**config.mk**
```make
export PLATFORM = sky130hd
export DESIGN_NAME = mips_fetch_unit
export DESIGN_NICKNAME = d
export VERILOG_FILES = /design/src/rtl/mips_pkg.sv /design/src/rtl/mips_pc_reg.sv /design/src/rtl/mips_fetch_unit.sv
export SDC_FILE = /design/constraint.sdc
export NUM_CORES = 1
export LEC_CHECK = 0
export ABC_AREA = 1
export BUFFER_PORTS_ARGS = -buffer_cell sky130_fd_sc_hd__buf_2
export CORE_ASPECT_RATIO = 0.7
export CORE_MARGIN = 2
export CORE_UTILIZATION = 56
export DETAILED_ROUTE_END_ITERATION = 16
export PLACE_DENSITY = 0.86
export SYNTH_ARGS = -nofsm -noshare
export SYNTH_HDL_FRONTEND = slang
export SYNTH_HIERARCHICAL = 1
export SYNTH_SLANG_ARGS = --single-unit
```
**constraint.sdc**
```tcl
create_clock -name CLK -period 4.5 [get_ports CLK]
set_clock_uncertainty 0.1 [all_clocks]
set_input_delay 0.675 -clock CLK [delete_from_list [all_inputs] [get_ports CLK]]
set_output_delay 0.675 -clock CLK [all_outputs]
set_load 0.01 [all_outputs]
```
**src/rtl/mips_pkg.sv**
```systemverilog
// Shared types and constants for the MIPS instruction fetch unit.
package mips_pkg;

   // Fetch sequencer states
   typedef enum logic [1:0] {
      IDLE  = 2'd0,
      FETCH = 2'd1,
      HOLD  = 2'd2,
      DRAIN = 2'd3
   } fetch_state_e;

   // Bit positions of the opcode field inside an instruction word
   localparam int OPCODE_MSB = 31;
   localparam int OPCODE_LSB = 26;

   // PC value loaded by reset unless the instance overrides it
   localparam logic [31:0] RESET_PC_DEFAULT = 32'h0000_0000;

   // Extracts the opcode field that feeds the control unit
   function automatic logic [5:0] getOpcode(input logic [31:0] word);
      return word[OPCODE_MSB:OPCODE_LSB];
   endfunction

endpackage

```
**src/rtl/mips_pc_reg.sv**
```systemverilog
// Program counter register with its +4 incrementer and branch redirect mux.
// pc_next_o exposes the value the PC takes on the coming edge so the fetch
// sequencer can launch a request at the new address without an extra cycle.
module mips_pc_reg
   import mips_pkg::*;
#(
   parameter int                ADDR_W   = 32,
   parameter logic [ADDR_W-1:0] RESET_PC = ADDR_W'(RESET_PC_DEFAULT)
) (
   input  logic              CLK,
   input  logic              Reset,
   input  logic              load_i,
   input  logic [ADDR_W-1:0] target_i,
   input  logic              inc_i,
   output logic [ADDR_W-1:0] pc_next_o
);

   logic [ADDR_W-1:0] pc_q;
   logic [ADDR_W-1:0] pc_d;

   // Redirect wins over sequential increment; the add wraps modulo 2^ADDR_W
   always_comb begin
      pc_d = pc_q;
      if (load_i) begin
         pc_d = target_i;
      end else if (inc_i) begin
         pc_d = pc_q + ADDR_W'(4);
      end
   end

   // PC storage, returned to RESET_PC whenever reset is low
   always_ff @(posedge CLK or negedge Reset) begin
      if (!Reset) begin
         pc_q <= RESET_PC;
      end else begin
         pc_q <= pc_d;
      end
   end

   assign pc_next_o = pc_d;

endmodule

```
**src/rtl/mips_fetch_unit.sv**
```systemverilog
// MIPS instruction fetch unit: requests instruction words from memory, holds
// the fetched word for the decoder and follows branch redirects, dropping any
// response that belongs to a request made before the redirect.
// Optional feature macro: FETCH_MISALIGN_CHECK_EN adds a sticky misalign_err
// output and halts fetching on a misaligned branch target until reset; without
// it the low two target bits are simply cleared.
module mips_fetch_unit
   import mips_pkg::*;
#(
   parameter int                ADDR_W   = 32,
   parameter logic [ADDR_W-1:0] RESET_PC = ADDR_W'(RESET_PC_DEFAULT)
) (
   input  logic              CLK,
   input  logic              Reset,
   output logic              imem_req,
   output logic [ADDR_W-1:0] imem_addr,
   input  logic              imem_ready,
   input  logic [31:0]       imem_rdata,
   input  logic              branch_taken,
   input  logic [ADDR_W-1:0] branch_target,
   input  logic              stall,
   output logic              instr_valid,
   output logic [31:0]       instr,
   output logic [5:0]        Opcode,
   output logic [ADDR_W-1:0] pc_out,
   output logic [ADDR_W-1:0] pc_plus4
`ifdef FETCH_MISALIGN_CHECK_EN
   ,
   output logic              misalign_err
`endif
);

   fetch_state_e      state_q;
   logic              req_q;
   logic [ADDR_W-1:0] addr_q;
   logic              valid_q;
   logic [31:0]       instr_q;
   logic [ADDR_W-1:0] pcOut_q;

   logic [ADDR_W-1:0] targetEff;
   logic [ADDR_W-1:0] pcNext;
   logic              haltNow;
   logic              pcLoad;
   logic              pcInc;

`ifdef FETCH_MISALIGN_CHECK_EN
   logic err_q;
   logic misalign;

   assign misalign  = branch_taken && (branch_target[1:0] != 2'b00);
   assign haltNow   = misalign || err_q;
   assign targetEff = branch_target;
`else
   assign haltNow   = 1'b0;
   assign targetEff = branch_target & ~ADDR_W'(3);
`endif

   assign pcLoad = branch_taken && !haltNow;
   assign pcInc  = (state_q == FETCH) && imem_ready && !branch_taken;

   mips_pc_reg #(
      .ADDR_W   (ADDR_W),
      .RESET_PC (RESET_PC)
   ) u_pc_reg (
      .CLK       (CLK),
      .Reset     (Reset),
      .load_i    (pcLoad),
      .target_i  (targetEff),
      .inc_i     (pcInc),
      .pc_next_o (pcNext)
   );

   // Fetch sequencer with registered memory-request and instruction outputs.
   // Every new request is launched at pcNext so a redirect seen on the same
   // edge is honoured immediately; a request already on the bus keeps its
   // address until memory answers, and answers to stale requests are dropped.
   always_ff @(posedge CLK or negedge Reset) begin
      if (!Reset) begin
         state_q <= IDLE;
         req_q   <= 1'b0;
         addr_q  <= '0;
         valid_q <= 1'b0;
         instr_q <= '0;
         pcOut_q <= '0;
`ifdef FETCH_MISALIGN_CHECK_EN
         err_q   <= 1'b0;
`endif
      end else begin
`ifdef FETCH_MISALIGN_CHECK_EN
         if (misalign) begin
            err_q <= 1'b1;
         end
`endif
         if (haltNow) begin
            state_q <= IDLE;
            req_q   <= 1'b0;
            valid_q <= 1'b0;
         end else begin
            case (state_q)
               IDLE: begin
                  state_q <= FETCH;
                  req_q   <= 1'b1;
                  addr_q  <= pcNext;
               end
               FETCH: begin
                  if (branch_taken) begin
                     valid_q <= 1'b0;
                     if (imem_ready) begin
                        addr_q <= pcNext;
                     end else begin
                        state_q <= DRAIN;
                     end
                  end else if (imem_ready) begin
                     instr_q <= imem_rdata;
                     pcOut_q <= addr_q;
                     valid_q <= 1'b1;
                     req_q   <= 1'b0;
                     state_q <= HOLD;
                  end
               end
               HOLD: begin
                  if (branch_taken || !stall) begin
                     valid_q <= 1'b0;
                     req_q   <= 1'b1;
                     addr_q  <= pcNext;
                     state_q <= FETCH;
                  end
               end
               DRAIN: begin
                  if (imem_ready) begin
                     addr_q  <= pcNext;
                     state_q <= FETCH;
                  end
               end
               default: begin
                  state_q <= IDLE;
                  req_q   <= 1'b0;
                  valid_q <= 1'b0;
               end
            endcase
         end
      end
   end

   assign imem_req    = req_q;
   assign imem_addr   = addr_q;
   assign instr_valid = valid_q;
   assign instr       = instr_q;
   assign Opcode      = getOpcode(instr_q);
   assign pc_out      = pcOut_q;
   assign pc_plus4    = pcOut_q + ADDR_W'(4);
`ifdef FETCH_MISALIGN_CHECK_EN
   assign misalign_err = err_q;
`endif

endmodule

```
==> results.sh, run 1 <==
export IMPL_status="finished, final reports clean"
export IMPL_vias=6500
export IMPL_worstPathRequired_ns=3.72
export IMPL_rsz0062_at_grt="no"
export IMPL_grt_use_total_pct=29.7
export IMPL_reg2reg_from="state_q[1]"
export IMPL_die_w_um=135
export IMPL_n_antenna_cell=0
export IMPL_ys_seq_area_share_pct=48.7
export IMPL_async_reset_ff_share_pct=100
export IMPL_vdd_ir_drop_max_v=0.000325
export IMPL_synth_area_leaders="dfrtp_1 49%, nand2_1 22%, inv_1 4.5%"
export IMPL_cts_buffers_inserted=17
export IMPL_core_area_um2=11800
export IMPL_drt_first_pass_iters=5
export IMPL_synth_warnings=6
export IMPL_yosysMostFrequentCell="nand2_1"
export IMPL_cts_buffer_depth=2
export IMPL_drive_above_1_share_pct=24.4
export IMPL_numPortBuffers=202
export IMPL_area_growth_pct=24.1
export IMPL_critPathKind="flip-flop to output port"
export IMPL_setup_tns_final_ns=0
export IMPL_dp_hpwl_um=13300
export IMPL_routed_wl_um=18700
export IMPL_endpoint_kind="output port"
export IMPL_finalCritPeriodShare_pct=62.3
export IMPL_clock_latency_ns=0.41
export IMPL_path_clk_slew_ns=0.06
export IMPL_via_per_inst=5.15
export IMPL_drcViolationCount=0
export IMPL_max_freq_mhz=357
export IMPL_rr_endpoint="imem_addr[14]"
export IMPL_wl_per_cell_um=14.8
export IMPL_synth_seq_cells=132
export IMPL_synth_flop_cell="dfrtp_1"
export IMPL_grt_pass1_wl_um=29500
export IMPL_slew_viol_final=0
export IMPL_postSynthAreaPerCell_um2=7.51
export IMPL_num_rows=33
export IMPL_arrival_ns=2.03
export IMPL_synth_common_cells="395 x nand2_1, 132 x dfrtp_1, 82 x inv_1"
export IMPL_synth_top_area_share_pct=48.7
export IMPL_max_cap_viol_count=0
export IMPL_rrSetupSlack_ns=2.17
export IMPL_synth_edf_count=0
export IMPL_place_area_um2=7820
export IMPL_place_congestion=0.920
export IMPL_die_h_um=96.0
export IMPL_yosysTopAreaCell="dfrtp_1"
export IMPL_ios=205
export IMPL_post_cts_setup_buffer_count=0
export IMPL_overflow=0
export IMPL_crit_path_max_fanout=4
export IMPL_hold_viol_final=0
export IMPL_synth_cell_types=32
export IMPL_cts_resized=0
export IMPL_min_period_ns=2.80
export IMPL_grt_max_degree=106
export IMPL_htreeDepth=4
export IMPL_antenna_found_initial=0
export IMPL_synthCells=902
export IMPL_clock_sinks=132
export IMPL_r2r_cells=11
export IMPL_p_per_area_nw_per_um2=607
export IMPL_final_cell_area_um2=8410
export IMPL_p_leak_nw=4.60
export IMPL_die_area_um2=13000
export IMPL_setup_violations=0
export IMPL_synthesis_area_um2=6780
export IMPL_start_util_pct=57.6
export IMPL_slew_headroom_pct=37.1
export IMPL_cts_root_buf="clkbuf_16"
export IMPL_tritoncts="yes"
export IMPL_grt_pass1_vias=5986
export IMPL_hold_class="input port to asynchronous set/reset pin"
export IMPL_cp_start_kind="flip-flop"
export IMPL_postCtsHoldBufs=0
export IMPL_worst_pin_slew_ns=0.944
export IMPL_drt_iter0_drc=552
export IMPL_nets=1165
export IMPL_antenna_left=0
flip-flops by register name, indices dropped and copies added (netlist names):
signal         flops
imem_addr         32
instr             32
pc_out            32
u_pc_reg/pc_q     32
state_q            2
imem_req           1
instr_valid        1
power by group:
part | total, mW | internal (mW) | switching [mW] | leakage, nW
sequential | 2.04 | 1.60 | 0.439 | 1.64
clock | 1.39 | 0.867 | 0.523 | 0.286
combinational | 1.68 | 0.668 | 1.01 | 2.68
total | 5.11 | 3.14 | 1.97 | 4.60
critical path, cell delays in order (launching register included):
cell,delay [ns]
dfrtp_1,0.41
ha_1,0.23
nand2_1,0.08
nor2_2,0.18
nand2_1,0.09
nor2_1,0.28
xor2_1,0.20
buf_2,0.15
cell type report:
type                    instances  area (um2)
inverters                      85         319
flip-flops and latches        132        3300
clock inverters                13         160
repair buffers                206        1050
clock buffers                  18         429
well taps                     157         196
multi-input cells             652        2950
fillers                       978        3360
cells by family (layout without fill, tap and decap cells):
group / after synthesis / after routing / synth area share, %
AND/OR/NAND/NOR: 560 / 560 / 35.2
AO/OA/AOI/OAI: 64 / 64 / 4.82
buffers and inverters: 119 / 322 / 7.75
flip-flops: 132 / 132 / 48.7
other: 1 / 2 / 0.0553
adder cells (fa/ha/maj): 2 / 2 / 0.369
XOR/XNOR: 24 / 24 / 3.10
layout by cell type (no fill, tap or decap), types with 2 or more instances in the layout:
cell type   instances
nand2_1           395
buf_2             201
dfrtp_1           132
inv_1              82
nor2_1             68
nand3_1            47
o21ai_0            47
clkbuf_16          17
xor2_1             14
nor2_4             10
xnor2_1            10
nand3b_1            8
o21ai_1             8
nand4_1             7
nor2_2              6
or2_2               6
a21oi_1             6
nand2_2             5
clkinv_2            4
buf_4               4
bufinv_16           3
clkinv_4            3
and2_1              2
inv_2               2
nand3_2             2
o31ai_1             2
ha_1                2
clkinvlp_4          2
conb_1              2
how the worst max path moves through the flow:
stage,from,to,slack (ns),cells after the start
6_report,pc_out[3],pc_plus4[16],1.70,7
5_1_grt,pc_out[3],pc_plus4[30],1.48,8
4_1_cts,pc_out[3],pc_plus4[30],1.72,9
3_5_place_dp,branch_taken,imem_addr[11],1.60,13
3_3_place_gp,branch_taken,imem_addr[11],1.69,13
2_1_floorplan,branch_taken,imem_addr[26],2.23,15
stage by stage:
stage | hold WS [ns] | utilization (%) | cells | power (mW) | worst slack (ns)
floorplan | 0.279 | - | 903 | 2.92 | 2.23
global placement | 0.352 | 66.4 | 1232 | 3.66 | 1.69
detailed placement | 0.358 | 66.4 | 1232 | 3.71 | 1.60
CTS | 0.315 | 71.4 | 1263 | 5.12 | 1.72
global route | 0.350 | 71.4 | 1263 | 5.43 | 1.48
finish | 0.248 | 71.4 | 1263 | 5.11 | 1.70
layer usage:
| metal | GRT usage (%) | up-vias | part of all wire [%] |
|---|---|---|---|
| met4 | 10.2 | 0 | 1.8 |
| met5 | 0 | - | 0 |
| met1 | 42.1 | 3050 | 46 |
| li1 | - | 3159 | - |
| met2 | 46.7 | 267 | 45 |
| met3 | 5.16 | 24 | 7.4 |
Note: power is estimated with default switching activity, not from simulation.
==> run 2, diff against run 1 <==
- CORE_UTILIZATION: 56 -> 52
- PLACE_DENSITY: 0.86 -> 0.81
- clock period: 4.5 -> 2.8 ns (I/O delays scaled with it)
==> run 2 against run 1 <==
  * The run now ends with negative hold slack left
  * Via count is 0.95% lower
  * Combinational power grew 61%
  * Sequential power grew 61%
  * Non-clock buffer count increased by 1
  * Core utilization is 4.0 points lower
  * Critical endpoint is now pc_plus4[20]
==> results.sh, run 2 (synthesized netlist as in run 1, its figures left out) <==
export IMPL_cts_buffer_depth=2
export IMPL_slew_viol_final=0
export IMPL_num_rows=34
export IMPL_overflow=0
export IMPL_rrSetupSlack_ns=0.54
export IMPL_die_h_um=99.5
export IMPL_grt_pass1_vias=5793
export IMPL_fin_cells=1270
export IMPL_htreeDepth=4
export IMPL_drt_first_pass_iters=5
export IMPL_wl_per_cell_um=14.6
export IMPL_place_area_um2=7840
export IMPL_p_per_area_nw_per_um2=980
export IMPL_worstPathRequired_ns=2.28
export IMPL_crit_path_max_fanout=4
export IMPL_via_per_inst=5.07
export IMPL_setup_tns_final_ns=0
export IMPL_nets=1166
export IMPL_status="complete, but fails checks"
export IMPL_fillers=1071
export IMPL_path_clk_slew_ns=0.06
export IMPL_clock_latency_ns=0.41
export IMPL_violations="negative hold slack"
export IMPL_numPortBuffers=202
export IMPL_die_w_um=140
export IMPL_start_util_pct=54.0
export IMPL_arrival_ns=2.04
export IMPL_grt_max_degree=133
export IMPL_multiInputGateArea_um2=2950
export IMPL_ios=205
export IMPL_n_antenna_cell=0
export IMPL_cts_root_buf="clkbuf_16"
export IMPL_max_freq_mhz=391
export IMPL_postCtsHoldBufs=0
export IMPL_crit_chain="ha_1 > nand2_1 > nor2_2 > nand2_1 > nor2_1 > nand3_1 > nand2_1 > buf_2"
export IMPL_drt_iter0_drc=616
export IMPL_place_inst=1238
export IMPL_hold_viol_final=7
export IMPL_antenna_found_initial=0
export IMPL_cts_resized=0
export IMPL_worst_hold_slack_ns=-0.0227
export IMPL_drive_above_1_share_pct=24.6
export IMPL_final_common_cell="nand2_1"
export IMPL_dr_max_layer_used="met4"
export IMPL_layout_common_cells="395 x nand2_1, 201 x buf_2, 132 x dfrtp_1, 82 x inv_1, 68 x nor2_1"
export IMPL_wl_met3_um=1500
export IMPL_fin_util_pct=67.4
export IMPL_place_congestion=0.925
export IMPL_drt_met1_wl_um=8810
export IMPL_regArea_um2=3300
export IMPL_clock_sinks=132
export IMPL_p_leak_nw=4.62
export IMPL_cts_buffers_inserted=17
export IMPL_post_cts_setup_buffer_count=0
export IMPL_dp_hpwl_um=13300
export IMPL_vias=6438
export IMPL_rsz0062_at_grt="no"
export IMPL_min_period_ns=2.56
export IMPL_setup_violations=0
export IMPL_wl_met2_um=7950
export IMPL_vdd_ir_drop_max_v=0.000550
export IMPL_routed_wl_um=18500
export IMPL_finalCritPeriodShare_pct=91.4
export IMPL_tritoncts="yes"
export IMPL_cp_start_kind="flip-flop"
export IMPL_drcViolationCount=0
export IMPL_grt_pass1_wl_um=29800
export IMPL_max_cap_viol_count=0
export IMPL_critPathKind="flip-flop to output port"
export IMPL_antenna_left=0
export IMPL_hold_class="input port to asynchronous set/reset pin"
export IMPL_slew_headroom_pct=53.0
export IMPL_final_cell_area_um2=8460
export IMPL_endpoint_kind="output port"
export IMPL_slowest_stage="dfrtp_1"
export IMPL_max_stage_delay_ns=0.41
export IMPL_die_area_um2=14000
export IMPL_worst_pin_slew_ns=0.705
export IMPL_grt_use_total_pct=27.3
export IMPL_area_growth_pct=24.8
export IMPL_cpMostUsedCell="nand2_1"
export IMPL_core_area_um2=12500
## run 2: through the flow
| stage | setup slack, ns | power, mW |
|---|---|---|
| global placement | 0.647 | 5.91 |
| CTS | 0.287 | 8.32 |
| detailed placement | 0.571 | 5.98 |
| global route | 0.117 | 8.81 |
| finish | 0.242 | 8.29 |
| floorplan | 0.723 | 4.69 |
## run 2: layout make-up
class	instances	share of cell area (%)
Timing Repair Buffer	207	12.6
Tap cell	162	2.40
Multi-Input combinational cell	652	34.9
Sequential cell	132	39.0
Clock buffer	20	5.52
Inverter	85	3.77
Clock inverter	12	1.80
## run 2: worst max-delay path, delay by kind of cell (launching register included)
family / cells / cell delay, ns
adders and majority gates: 1 / 0.23
buffers and inverters: 1 / 0.14
DFF: 1 / 0.41
and+or+nand+nor: 6 / 0.85
## run 2: worst paths after layout
kind | from | end | depth (start not counted)
max in group asynchronous | Reset | imem_req | 2
worst min register to register | instr[11] | instr[11] | 2
worst max-delay path | pc_out[3] | pc_plus4[20] | 8
min in group CLK | imem_rdata[15] | instr[15] | 3
worst min-delay path | Reset | instr[27] | 2
worst max register to register | state_q[1] | imem_addr[23] | 13
## run 2: report_power, final
| group | total [mW] | internal, mW | switching [mW] |
|---|---|---|---|
| sequential | 3.28 | 2.57 | 0.705 |
| combinational | 2.71 | 1.08 | 1.63 |
| clock | 2.30 | 1.47 | 0.832 |
| total | 8.29 | 5.12 | 3.17 |
## run 2: layer usage
| metal | global-route usage, % | up-vias |
|---|---|---|
| met2 | 39.8 | 296 |
| met3 | 5.54 | 25 |
| met5 | 0 | - |
| met1 | 42.0 | 2945 |
| li1 | - | 3172 |
| met4 | 6.60 | 0 |
==> run 3, diff against run 2 <==
--- a/config.mk
+++ b/config.mk
@@ -13,4 +13,5 @@
 export DETAILED_ROUTE_END_ITERATION = 16
 export PLACE_DENSITY = 0.81
+export REMOVE_ABC_BUFFERS = 1
 export SYNTH_ARGS = -nofsm -noshare
 export SYNTH_HDL_FRONTEND = slang
==> constraint.sdc (replaced) <==
create_clock -name CLK -period 2.8 [get_ports CLK]
set_clock_uncertainty 0.1 [all_clocks]
set_input_delay 0.42 -clock CLK [delete_from_list [all_inputs] [get_ports CLK]]
set_output_delay 0.42 -clock CLK [all_outputs]
set_load 0.02 [all_outputs]
==> run 3 against run 2 <==
  * The run now ends clean
  * Worst hold slack gained 0.12 ns
  * Combinational power grew 24%
  * Fmax shrank 1.9%
  * Critical path depth grew 1
  * Clock power is essentially flat
  * Cell count grew 0.24%
  * Wire length shrank 1.7%
  * First-iteration DRC count shrank 36%
  * Total power grew 7.7%
  * Largest power group is now combinational cells
  * Core utilization grew 0.23 points
  * Clock-buffer cell count grew 2
  * Register-to-register slack gained 0.02 ns
==> results.sh, run 3 (synthesized netlist as in run 1, its figures left out) <==
export IMPL_setup_violations=0
export IMPL_ios=205
export IMPL_place_area_um2=7860
export IMPL_fin_util_pct=67.6
export IMPL_place_ws_ns=0.536
export IMPL_vias=6420
export IMPL_htreeDepth=4
export IMPL_start_util_pct=54.0
export IMPL_cp_start_kind="flip-flop"
export IMPL_antenna_found_initial=0
export IMPL_place_congestion=0.914
export IMPL_overflow=0
export IMPL_clock_sinks=132
export IMPL_status="finished, final reports clean"
export IMPL_worstPathRequired_ns=2.28
export IMPL_num_rows=34
export IMPL_cts_root_buf="clkbuf_16"
export IMPL_min_period_ns=2.61
export IMPL_grt_use_total_pct=26.8
export IMPL_n_antenna_cell=0
export IMPL_drive_above_1_share_pct=24.6
export IMPL_place_inst=1240
export IMPL_max_cap_viol_count=0
export IMPL_max_freq_mhz=383
export IMPL_cts_buffer_depth=2
export IMPL_slew_headroom_pct=57.7
export IMPL_wl_per_cell_um=14.3
export IMPL_drt_iter0_drc=392
export IMPL_path_clk_slew_ns=0.06
export IMPL_hold_class="input port to flip-flop"
export IMPL_grt_pass1_wl_um=29500
export IMPL_cts_buffers_inserted=17
export IMPL_die_w_um=140
export IMPL_final_common_cell="nand2_1"
export IMPL_endpoint_kind="output port"
export IMPL_layout_common_cells="395 x nand2_1, 201 x buf_2, 132 x dfrtp_1, 82 x inv_1, 68 x nor2_1"
export IMPL_drcViolationCount=0
export IMPL_fillers=1088
export IMPL_clock_latency_ns=0.41
export IMPL_slew_viol_final=0
export IMPL_drt_first_pass_iters=5
export IMPL_cts_resized=0
export IMPL_die_area_um2=14000
export IMPL_die_h_um=99.5
export IMPL_worst_slack_ns=0.192
export IMPL_post_cts_setup_buffer_count=0
export IMPL_grt_max_degree=65
export IMPL_antenna_left=0
export IMPL_via_per_inst=5.04
export IMPL_arrival_ns=2.09
export IMPL_grt_pass1_vias=6055
export IMPL_hold_viol_final=0
export IMPL_finalPower_mw=8.93
export IMPL_routed_wl_um=18200
export IMPL_worst_pin_slew_ns=0.635
export IMPL_tritoncts="yes"
export IMPL_p_per_area_nw_per_um2=1050
export IMPL_dp_hpwl_um=13300
export IMPL_p_leak_nw=4.64
export IMPL_critPathKind="flip-flop to output port"
export IMPL_rsz0062_at_grt="no"
export IMPL_crit_path_max_fanout=4
export IMPL_final_cell_area_um2=8490
export IMPL_numPortBuffers=202
export IMPL_area_growth_pct=25.3
export IMPL_fin_cells=1273
export IMPL_nets=1169
export IMPL_finalCritPeriodShare_pct=93.2
export IMPL_core_area_um2=12500
export IMPL_vdd_ir_drop_max_v=0.000589
## run 3: changes by cell type in the layout (fill, tap and decap cells not counted), sizes merged
| cell | before | now |
|---|---|---|
| clkinv | 5 | 4 |
| dlygate4sd3 | 0 | 1 |
| clkinvlp | 4 | 2 |
| clkbuf | 20 | 22 |
| buf | 207 | 209 |
| inv | 85 | 86 |
## run 3: per-stage QoR
step / hold WS [ns] / setup TNS [ns]
after floorplan: 0.0244 / -15.13
after global placement: 0.285 / 0
after detailed placement: 0.285 / 0
after CTS: 0.0856 / 0
after global routing: 0.0893 / 0
final: 0.101 / 0
## run 3: routing by layer
| layer | vias to the layer above | routed length [um] | GRT usage [%] |
|---|---|---|---|
| met5 | - | 0 | 0 |
| met4 | 0 | 132 | 6.76 |
| met3 | 13 | 1170 | 4.96 |
| met2 | 213 | 8320 | 42.0 |
| met1 | 3014 | 8600 | 39.0 |
| li1 | 3180 | - | - |
## run 3: path summary, 6_finish.rpt
check | slack (ns) | end | depth (start not counted) | startpoint
max reg2reg | 0.56 | imem_addr[23] | 13 | state_q[1]
min in group asynchronous | 0.40 | imem_req | 2 | Reset
min | 0.10 | instr[2] | 3 | imem_rdata[2]
max | 0.19 | pc_plus4[30] | 9 | pc_out[3]
max in group asynchronous | 1.45 | pc_out[15] | 3 | Reset
min reg2reg | 0.36 | u_pc_reg/pc_q[0] | 2 | u_pc_reg/pc_q[0]
## run 3: repair_timing
action                                  CTS  global route
hold buffers                              1             0
endpoints found under the hold margin    46             0
endpoints found under the setup margin    0             0
## run 3: layout make-up
cell class / count / area, um2 / share of cell area [%]
Sequential cell: 132 / 3300 / 38.9
Multi-Input combinational cell: 652 / 2950 / 34.8
Timing Repair Buffer: 210 / 1090 / 12.9
Clock buffer: 22 / 474 / 5.59
Inverter: 85 / 319 / 3.76
Tap cell: 162 / 203 / 2.39
Clock inverter: 10 / 145 / 1.71
## run 3: critical path, cell delays in order (launching register included)
cell     delay (ns)
dfrtp_1        0.42
ha_1           0.23
nand2_1        0.08
nor2_2         0.20
nand2_1        0.17
nor2_2         0.22
nand2_1        0.09
nand2_1        0.06
nand2_1        0.06
buf_2          0.16
## run 3: power by group
group          internal, mW  switching [mW]
Clock                  1.48           0.831
Sequential             2.57           0.685
Combinational          1.09            2.27
